[config.mk]
export PLATFORM = sky130hd
export DESIGN_NAME = core_lsu
export DESIGN_NICKNAME = d
export VERILOG_FILES = /design/src/rtl/core_pkg.sv /design/src/rtl/core_lsu_align.sv /design/src/rtl/core_lsu.sv
export SDC_FILE = /design/constraint.sdc
export NUM_CORES = 1
export LEC_CHECK = 0
export CORE_ASPECT_RATIO = 0.6
export CORE_UTILIZATION = 40
export CTS_CLUSTER_SIZE = 28
export DETAILED_ROUTE_END_ITERATION = 10
export PLACE_DENSITY = 0.71
export SYNTH_ARGS = -nofsm -noshare
export SYNTH_HDL_FRONTEND = slang
export SYNTH_HIERARCHICAL = 1
export SYNTH_SLANG_ARGS = --single-unit
export TNS_END_PERCENT = 100
[constraint.sdc]
create_clock -name CLK -period 5.9 [get_ports CLK]
set_clock_uncertainty 0.15 [all_clocks]
set_input_delay 0.59 -clock CLK [delete_from_list [all_inputs] [get_ports CLK]]
set_output_delay 0.59 -clock CLK [all_outputs]
set_load 0.01 [all_outputs]
[src/rtl/core_pkg.sv]
// Shared types for the load/store unit: FSM states, op encoding and strobe patterns.
package core_pkg;

  typedef enum logic [1:0] {
    ST_IDLE = 2'd0,
    ST_REQ  = 2'd1,
    ST_FIN  = 2'd2
  } lsu_state_e;

  typedef enum logic [1:0] {
    SZ_BYTE = 2'd0,
    SZ_HALF = 2'd1,
    SZ_WORD = 2'd2
  } lsu_size_e;

  typedef struct packed {
    logic      store;
    lsu_size_e size;
    logic      uns;
  } lsu_op_t;

  localparam logic [3:0] STRB_NONE = 4'b0000;
  localparam logic [3:0] STRB_B0   = 4'b0001;
  localparam logic [3:0] STRB_HLO  = 4'b0011;
  localparam logic [3:0] STRB_HHI  = 4'b1100;
  localparam logic [3:0] STRB_WORD = 4'b1111;

  // Flag order {SW,SH,SB,LW,LH,LHU,LB,LBU}; the leftmost set flag wins.
  function automatic lsu_op_t decode_op(input logic [7:0] flags);
    lsu_op_t op;
    op = '{store: 1'b0, size: SZ_BYTE, uns: 1'b1};
    if (flags[7])      op = '{store: 1'b1, size: SZ_WORD, uns: 1'b0};
    else if (flags[6]) op = '{store: 1'b1, size: SZ_HALF, uns: 1'b0};
    else if (flags[5]) op = '{store: 1'b1, size: SZ_BYTE, uns: 1'b0};
    else if (flags[4]) op = '{store: 1'b0, size: SZ_WORD, uns: 1'b0};
    else if (flags[3]) op = '{store: 1'b0, size: SZ_HALF, uns: 1'b0};
    else if (flags[2]) op = '{store: 1'b0, size: SZ_HALF, uns: 1'b1};
    else if (flags[1]) op = '{store: 1'b0, size: SZ_BYTE, uns: 1'b0};
    return op;
  endfunction

endpackage

[src/rtl/core_lsu_align.sv]
// Lane logic: alignment check, store strobes/replication and load extraction/extension.
module core_lsu_align
  import core_pkg::*;
(
  input  logic [3:0]  op_i,
  input  logic [1:0]  addr_lo_i,
  input  logic [31:0] wdata_i,
  input  logic [31:0] rdata_i,
  output logic        misalign_o,
  output logic [3:0]  wstrb_o,
  output logic [31:0] wdata_o,
  output logic [31:0] rdata_o
);

  lsu_op_t     op;
  logic [7:0]  byte_v;
  logic [15:0] half_v;

  assign op     = lsu_op_t'(op_i);
  assign half_v = addr_lo_i[1] ? rdata_i[31:16] : rdata_i[15:0];

  always_comb begin
    case (addr_lo_i)
      2'd0:    byte_v = rdata_i[7:0];
      2'd1:    byte_v = rdata_i[15:8];
      2'd2:    byte_v = rdata_i[23:16];
      default: byte_v = rdata_i[31:24];
    endcase
  end

  always_comb begin
    misalign_o = 1'b0;
    wstrb_o    = STRB_NONE;
    wdata_o    = 32'd0;
    rdata_o    = rdata_i;
    case (op.size)
      SZ_BYTE: begin
        rdata_o = op.uns ? {24'd0, byte_v} : {{24{byte_v[7]}}, byte_v};
        if (op.store) begin
          wstrb_o = STRB_B0 << addr_lo_i;
          wdata_o = {4{wdata_i[7:0]}};
        end
      end
      SZ_HALF: begin
        misalign_o = addr_lo_i[0];
        rdata_o    = op.uns ? {16'd0, half_v} : {{16{half_v[15]}}, half_v};
        if (op.store) begin
          wstrb_o = addr_lo_i[1] ? STRB_HHI : STRB_HLO;
          wdata_o = {2{wdata_i[15:0]}};
        end
      end
      default: begin
        misalign_o = |addr_lo_i;
        if (op.store) begin
          wstrb_o = STRB_WORD;
          wdata_o = wdata_i;
        end
      end
    endcase
  end

endmodule

[src/rtl/core_lsu.sv]
// Load/store unit: one request/acknowledge bus transaction per START, with
// misalignment detection and a bounded wait for MEM_ACK.
module core_lsu
  import core_pkg::*;
#(
  parameter int TIMEOUT = 255,
  parameter int CNT_W   = 8
) (
  input  logic        CLK,
  input  logic        RST,
  input  logic        START,
  input  logic        I_LB,
  input  logic        I_LH,
  input  logic        I_LW,
  input  logic        I_LBU,
  input  logic        I_LHU,
  input  logic        I_SB,
  input  logic        I_SH,
  input  logic        I_SW,
  input  logic [31:0] ADDR,
  input  logic [31:0] WDATA,
  output logic        MEM_REQ,
  output logic        MEM_WE,
  output logic [31:0] MEM_ADDR,
  output logic [3:0]  MEM_WSTRB,
  output logic [31:0] MEM_WDATA,
  input  logic        MEM_ACK,
  input  logic [31:0] MEM_RDATA,
  output logic        BUSY,
  output logic        DONE,
  output logic [31:0] RDATA,
  output logic        ERR_MISALIGN,
  output logic        ERR_BUS
);

  localparam logic [CNT_W-1:0] CNT_LAST = CNT_W'(TIMEOUT - 1);

  lsu_state_e       state_q;
  lsu_op_t          op_q;
  logic [1:0]       addr_lo_q;
  logic [CNT_W-1:0] cnt_q;
  logic             mem_req_q, mem_we_q;
  logic [31:0]      mem_addr_q, mem_wdata_q;
  logic [3:0]       mem_wstrb_q;
  logic             busy_q, done_q, err_mis_q, err_bus_q;
  logic [31:0]      rdata_q;

  logic [7:0]  flags;
  lsu_op_t     op_d;
  lsu_op_t     op_sel;
  logic [1:0]  addr_sel;
  logic        start_d;
  logic        misalign;
  logic [3:0]  wstrb;
  logic [31:0] wdata_rep;
  logic [31:0] ld_data;

  assign flags   = {I_SW, I_SH, I_SB, I_LW, I_LH, I_LHU, I_LB, I_LBU};
  assign op_d    = decode_op(flags);
  assign start_d = START && (|flags);

  // In IDLE the lane logic sees the incoming request; afterwards the latched one.
  assign op_sel   = (state_q == ST_IDLE) ? op_d : op_q;
  assign addr_sel = (state_q == ST_IDLE) ? ADDR[1:0] : addr_lo_q;

  core_lsu_align u_align (
    .op_i      (op_sel),
    .addr_lo_i (addr_sel),
    .wdata_i   (WDATA),
    .rdata_i   (MEM_RDATA),
    .misalign_o(misalign),
    .wstrb_o   (wstrb),
    .wdata_o   (wdata_rep),
    .rdata_o   (ld_data)
  );

  always_ff @(posedge CLK or posedge RST) begin
    if (RST) begin
      state_q     <= ST_IDLE;
      op_q        <= '0;
      addr_lo_q   <= 2'd0;
      cnt_q       <= '0;
      mem_req_q   <= 1'b0;
      mem_we_q    <= 1'b0;
      mem_addr_q  <= 32'd0;
      mem_wstrb_q <= STRB_NONE;
      mem_wdata_q <= 32'd0;
      busy_q      <= 1'b0;
      done_q      <= 1'b0;
      err_mis_q   <= 1'b0;
      err_bus_q   <= 1'b0;
      rdata_q     <= 32'd0;
    end else begin
      done_q    <= 1'b0;
      err_mis_q <= 1'b0;
      err_bus_q <= 1'b0;
      case (state_q)
        ST_IDLE: begin
          if (start_d) begin
            op_q      <= op_d;
            addr_lo_q <= ADDR[1:0];
            cnt_q     <= '0;
            busy_q    <= 1'b1;
            if (misalign) begin
              state_q   <= ST_FIN;
              done_q    <= 1'b1;
              err_mis_q <= 1'b1;
            end else begin
              state_q     <= ST_REQ;
              mem_req_q   <= 1'b1;
              mem_we_q    <= op_d.store;
              mem_addr_q  <= {ADDR[31:2], 2'b00};
              mem_wstrb_q <= wstrb;
              mem_wdata_q <= wdata_rep;
            end
          end
        end
        ST_REQ: begin
          // ACK is checked first so a same-cycle ACK beats the timeout.
          if (MEM_ACK || (cnt_q == CNT_LAST)) begin
            state_q     <= ST_FIN;
            done_q      <= 1'b1;
            err_bus_q   <= !MEM_ACK;
            mem_req_q   <= 1'b0;
            mem_we_q    <= 1'b0;
            mem_addr_q  <= 32'd0;
            mem_wstrb_q <= STRB_NONE;
            mem_wdata_q <= 32'd0;
            if (MEM_ACK && !op_q.store) rdata_q <= ld_data;
          end else begin
            cnt_q <= cnt_q + CNT_W'(1);
          end
        end
        ST_FIN: begin
          state_q <= ST_IDLE;
          busy_q  <= 1'b0;
          cnt_q   <= '0;
        end
        default: state_q <= ST_IDLE;
      endcase
    end
  end

  assign MEM_REQ      = mem_req_q;
  assign MEM_WE       = mem_we_q;
  assign MEM_ADDR     = mem_addr_q;
  assign MEM_WSTRB    = mem_wstrb_q;
  assign MEM_WDATA    = mem_wdata_q;
  assign BUSY         = busy_q;
  assign DONE         = done_q;
  assign RDATA        = rdata_q;
  assign ERR_MISALIGN = err_mis_q;
  assign ERR_BUS      = err_bus_q;

endmodule
# Word level (Yosys, flattened, before mapping)
# Index checks and enable logic that the tools add are counted.
# totals
input_bits	108
ff_bits	122
elab_cells	105
# classes
reduce_logical	19
shift	1
n_mux	58
add_sub_neg	1
eq_ne	10
# op_table
cell	count
2-to-1 mux 32 bit	10
case mux 32 bit (2 select lines)	4
case mux 8 bit (3 select lines)	2
2-to-1 mux 4 bit	11
2-to-1 mux 16 bit	1
2-to-1 mux 8 bit	2
case mux 4 bit (2 select lines)	2
2-to-1 mux 1 bit	13
2-to-1 mux 2 bit	6
case mux 1 bit (2 select lines)	5
adder 8 x 1 -> 8 bit (second input constant)	1
equality test 8 bit (second input constant)	1
inequality test 2 bit (second input constant)	4
OR reduction 8 bit	1
equality test 2 x 1 -> 1 bit (second input constant)	3
logical NOT 2 bit	3
AND reduction 2 bit	3
AND reduction 3 bit	2
equality test 2 bit (second input constant)	2
case mux 2 bit (2 select lines)	1
AND reduction 4 bit	1
nonzero test 2 bit	2
<< shifter 1 x 2 -> 4 bit (first input constant)	1
2-to-1 mux 3 bit	1
other kinds (5)	7

# Depth between registers and ports, before layout
# logic_depth
ltp_word	13
mapped_depth	15

# Modules after synthesis
# The synthesis kept the hierarchy.
# by_module_without_submodules
module	area_each_um2	n_inst	cells_each
core_lsu	4749.6	1	342
core_lsu_align	1286.2	1	218

# Worst setup path after synthesis
# Ideal clock, no wire load.
# synth_timing
path_type	reg2reg
from	register state_q[1]
to	register mem_addr_q[10] (netlist: MEM_ADDR[10])
synth_period_minus_slack_ps	3614
required_time_ps	5629
path_stages_with_launch	15
n_path_buf	6
setup_ps	121
path_slack_ps	2286
t_arrival_ps	3343
path_cell_list	dfrtp_1 > clkbuf_1 > nor2_1 > mux2_2 > clkbuf_1 > buf_2 > clkbuf_1 > a21oi_1 > nor2_1 > or4b_4 > a31oi_4 > a21oi_2 > buf_2 > buf_6 > a22o_1
# synth_rtl
item	line_no	text
from (decl)	core_lsu.sv:38	lsu_state_e state_q;
from (signal assigned)	core_lsu.sv:79	state_q <= ST_IDLE;
from (signal assigned)	core_lsu.sv:105	state_q <= ST_FIN;
from (signal assigned)	core_lsu.sv:109	state_q <= ST_REQ;
to (signal assigned)	core_lsu.sv:112	mem_addr_q <= {ADDR[31:2], 2'b00};
to (decl)	core_lsu.sv:43	logic [31:0] mem_addr_q, mem_wdata_q;

==> flow_metrics.tcl <==
set metrics [dict create \
    peakVddDrop_mv 0.322 \
    dr_wl_met2_mm 8.12 \
    coreArea_um2 14600 \
    holdCritStartpoint "MEM_REQ" \
    synth.distinct_cells 52 \
    r2r_cells 8 \
    num_vias 5201 \
    seq_area_um2 3000 \
    status "finished, final reports clean" \
    synth-edff-count 0 \
    hp-class "reg2reg" \
    cts-htree-levels 4 \
    p_comb_frac 0.493 \
    grt_max_degree 73 \
    drv_slew 0 \
    top_layer_used "met4" \
    synth-seq-cells 120 \
    fin_tns_setup_ns 0 \
    ctsResizeCount 0 \
    final_cell_area_um2 8840 \
    hold_violations 0 \
    port_buffers 211 \
    timing.rr.end "MEM_WDATA[1]" \
    min_path_cells 1 \
    diodes 0 \
    ys.flop_type "dfrtp_1" \
    power_switching_mw 1.80 \
    power_density_nw_per_um2 546 \
    r2r_slack_ns 1.86 \
    final_cell_mix "clkdlybuf4s50_1, dfrtp_1, nand2_1" \
    max_slew_margin 0.287 \
    synthesis.instances 560 \
    hpwl_mm 12.6 \
    r2r-start "state_q[1]" \
    routed_wl_mm 18.2 \
    multi_input_area_um2 2790 \
    m1WireLength_mm 8.76 \
    wire_per_inst_um 18.9 \
    cts_buffer_depth 2 \
    placed_area_um2 8240 \
    antenna_found_initial 0 \
    start_util 0.414 \
    dieHeight_um 97.2 \
    synth-async-reset-ratio 1.00 \
    track_usage 0.238 \
    layout_commonest_cell "clkdlybuf4s50_1" \
    numCtsBuffers 17 \
    cts_tree "built" \
    drtPass1Iterations 5 \
    seq_area_frac_synth 0.498 \
    dieWidth_um 161 \
    switching_share 0.372 \
    p_int_mw 3.03 \
    setup_viol 0 \
    setup.worst_path.end_class "flip-flop" \
    nNetsFinal 862 \
    first_global_vias 5162 \
    routabilityCongestion 0.834 \
    cts-root-buf "clkbuf_16" \
    post_cts_buffers 0 \
    post-route-util 0.606 \
    whs_endpoint "MEM_REQ" \
    p_leak_nw 3.89 \
    path_class "reg2reg" \
    cts_sinks 120 \
    grt_pass1_wl_mm 29.1 \
    whs_ns 0.337 \
    min_period_over_period 0.685 \
    synth_area_um2 6040 \
    clk_pin_slew_worst_paths_ns 0.05 \
    vias_per_cell 5.40 \
    pwr-share-clk 0.218 \
    critPathRequiredTime_ns 6.09 \
    dieArea_um2 15600 \
    maxClockFrequency_ghz 0.247 \
    rsz0062_at_grt "false" \
    route.met3.wl_mm 1.11 \
    cts_hold_buf 0 \
    setup_ws_ns 1.86 \
    worst_pin_slew_ns 1.06 \
    cp-start-kind "flip-flop" \
    rows 34 \
    postRouteAntennaNets 0 \
    synth_area_per_cell_um2 10.8 \
    crit_fanout 68 \
    drive_gt1_frac 0.132 \
    gr-total-overflow 0 \
    clock_latency_ns 0.41 \
    pre_cts_ws_ns 1.92 \
    fillers 1183 \
    seq_power_share 0.289 \
    drc 0 \
    drv_cap 0 \
    yosys_warnings 6 \
    syn_to_final_growth_pct 46.4 \
    first_iter_violations 436 \
    arrival_ns 4.24 \
    io_pins 214 \
    min_period_ns 4.04 \
]
## worst max path at each step
stage | startpoint | end
floorplan | RST | BUSY
global placement | I_SB | MEM_ADDR[17]
detailed placement | state_q[1] | MEM_ADDR[30]
CTS | state_q[1] | MEM_ADDR[30]
global route | state_q[1] | MEM_ADDR[23]
finish | state_q[1] | MEM_WDATA[1]
## worst max-delay path, cell delays in order (launching register included)
cell	delay (ns)
dfrtp_1	0.57
nor2_1	0.68
mux2_2	0.66
a21oi_1	0.22
nor2_1	0.07
or4b_4	0.50
a31oi_4	0.19
buf_4	0.62
a22o_1	0.25
## cells in the mapped netlist (all sizes together), types with 4 or more instances
cell,count,area (µm²)
and2,17,106
buf,25,163
a21oi,28,144
o21ai,16,80.1
mux2,47,529
inv,9,33.8
mux2i,21,210
nor3,4,25.0
o21a,4,30.0
nand3,8,40.0
a22oi,8,60.1
a21o,4,30.0
nor2b,16,100
clkbuf,20,75.1
nor2,18,67.6
dfrtp,120,3000
a31oi,8,65.1
a22o,70,613
a21boi,8,60.1
nand2,74,278
## metrics by stage
step / std cells / total power, mW
6_report: 963 / 4.83
5_1_grt: 963 / 5.10
4_1_cts: 963 / 4.85
3_5_place_dp: 931 / 3.77
3_3_place_gp: 931 / 3.69
2_1_floorplan: 561 / 2.80
## cell type report
type                    count  share of cell area
clock buffers              19              0.0512
well taps                 198              0.0280
flip-flops and latches    120               0.340
repair buffers            217               0.244
inverters                  10             0.00453
multi-input cells         386               0.316
clock inverters            13              0.0164
## routing by layer
metal | vias to the layer above | global-route usage
met4 | 0 | 0.0630
met1 | 2576 | 0.348
met3 | 18 | 0.0576
met2 | 205 | 0.352
met5 | - | 0
li1 | 2402 | -
## sequential cells by signal (all words and copies together), names as in the netlist
register      count
BUSY              1
DONE              1
ERR_BUS           1
ERR_MISALIGN      1
MEM_ADDR         30
MEM_REQ           1
MEM_WDATA        32
MEM_WE            1
MEM_WSTRB         4
RDATA            32
addr_lo_q         2
cnt_q             8
op_q              4
state_q           2
## power by group through the flow
stage               logic (mW)  registers [mW]  clock network, mW
detailed placement        2.37            1.40                  0
global placement          2.30            1.39                  0
CTS                       2.38            1.39               1.07
finish                    2.38            1.40               1.05
global route              2.56            1.44               1.10
floorplan                 1.31            1.49                  0
## cell families after synthesis
family / after synthesis / synth area share
other: 1 / 0.000621
muxes: 68 / 0.123
DFF: 120 / 0.498
and+or+nand+nor: 154 / 0.126
xor gates and xnor gates: 1 / 0.00145
AOI/OAI and AO/OA: 159 / 0.203
buffers and inverters: 55 / 0.0456
adders and majority gates: 2 / 0.00415
(Power assumes the default switching activity.)
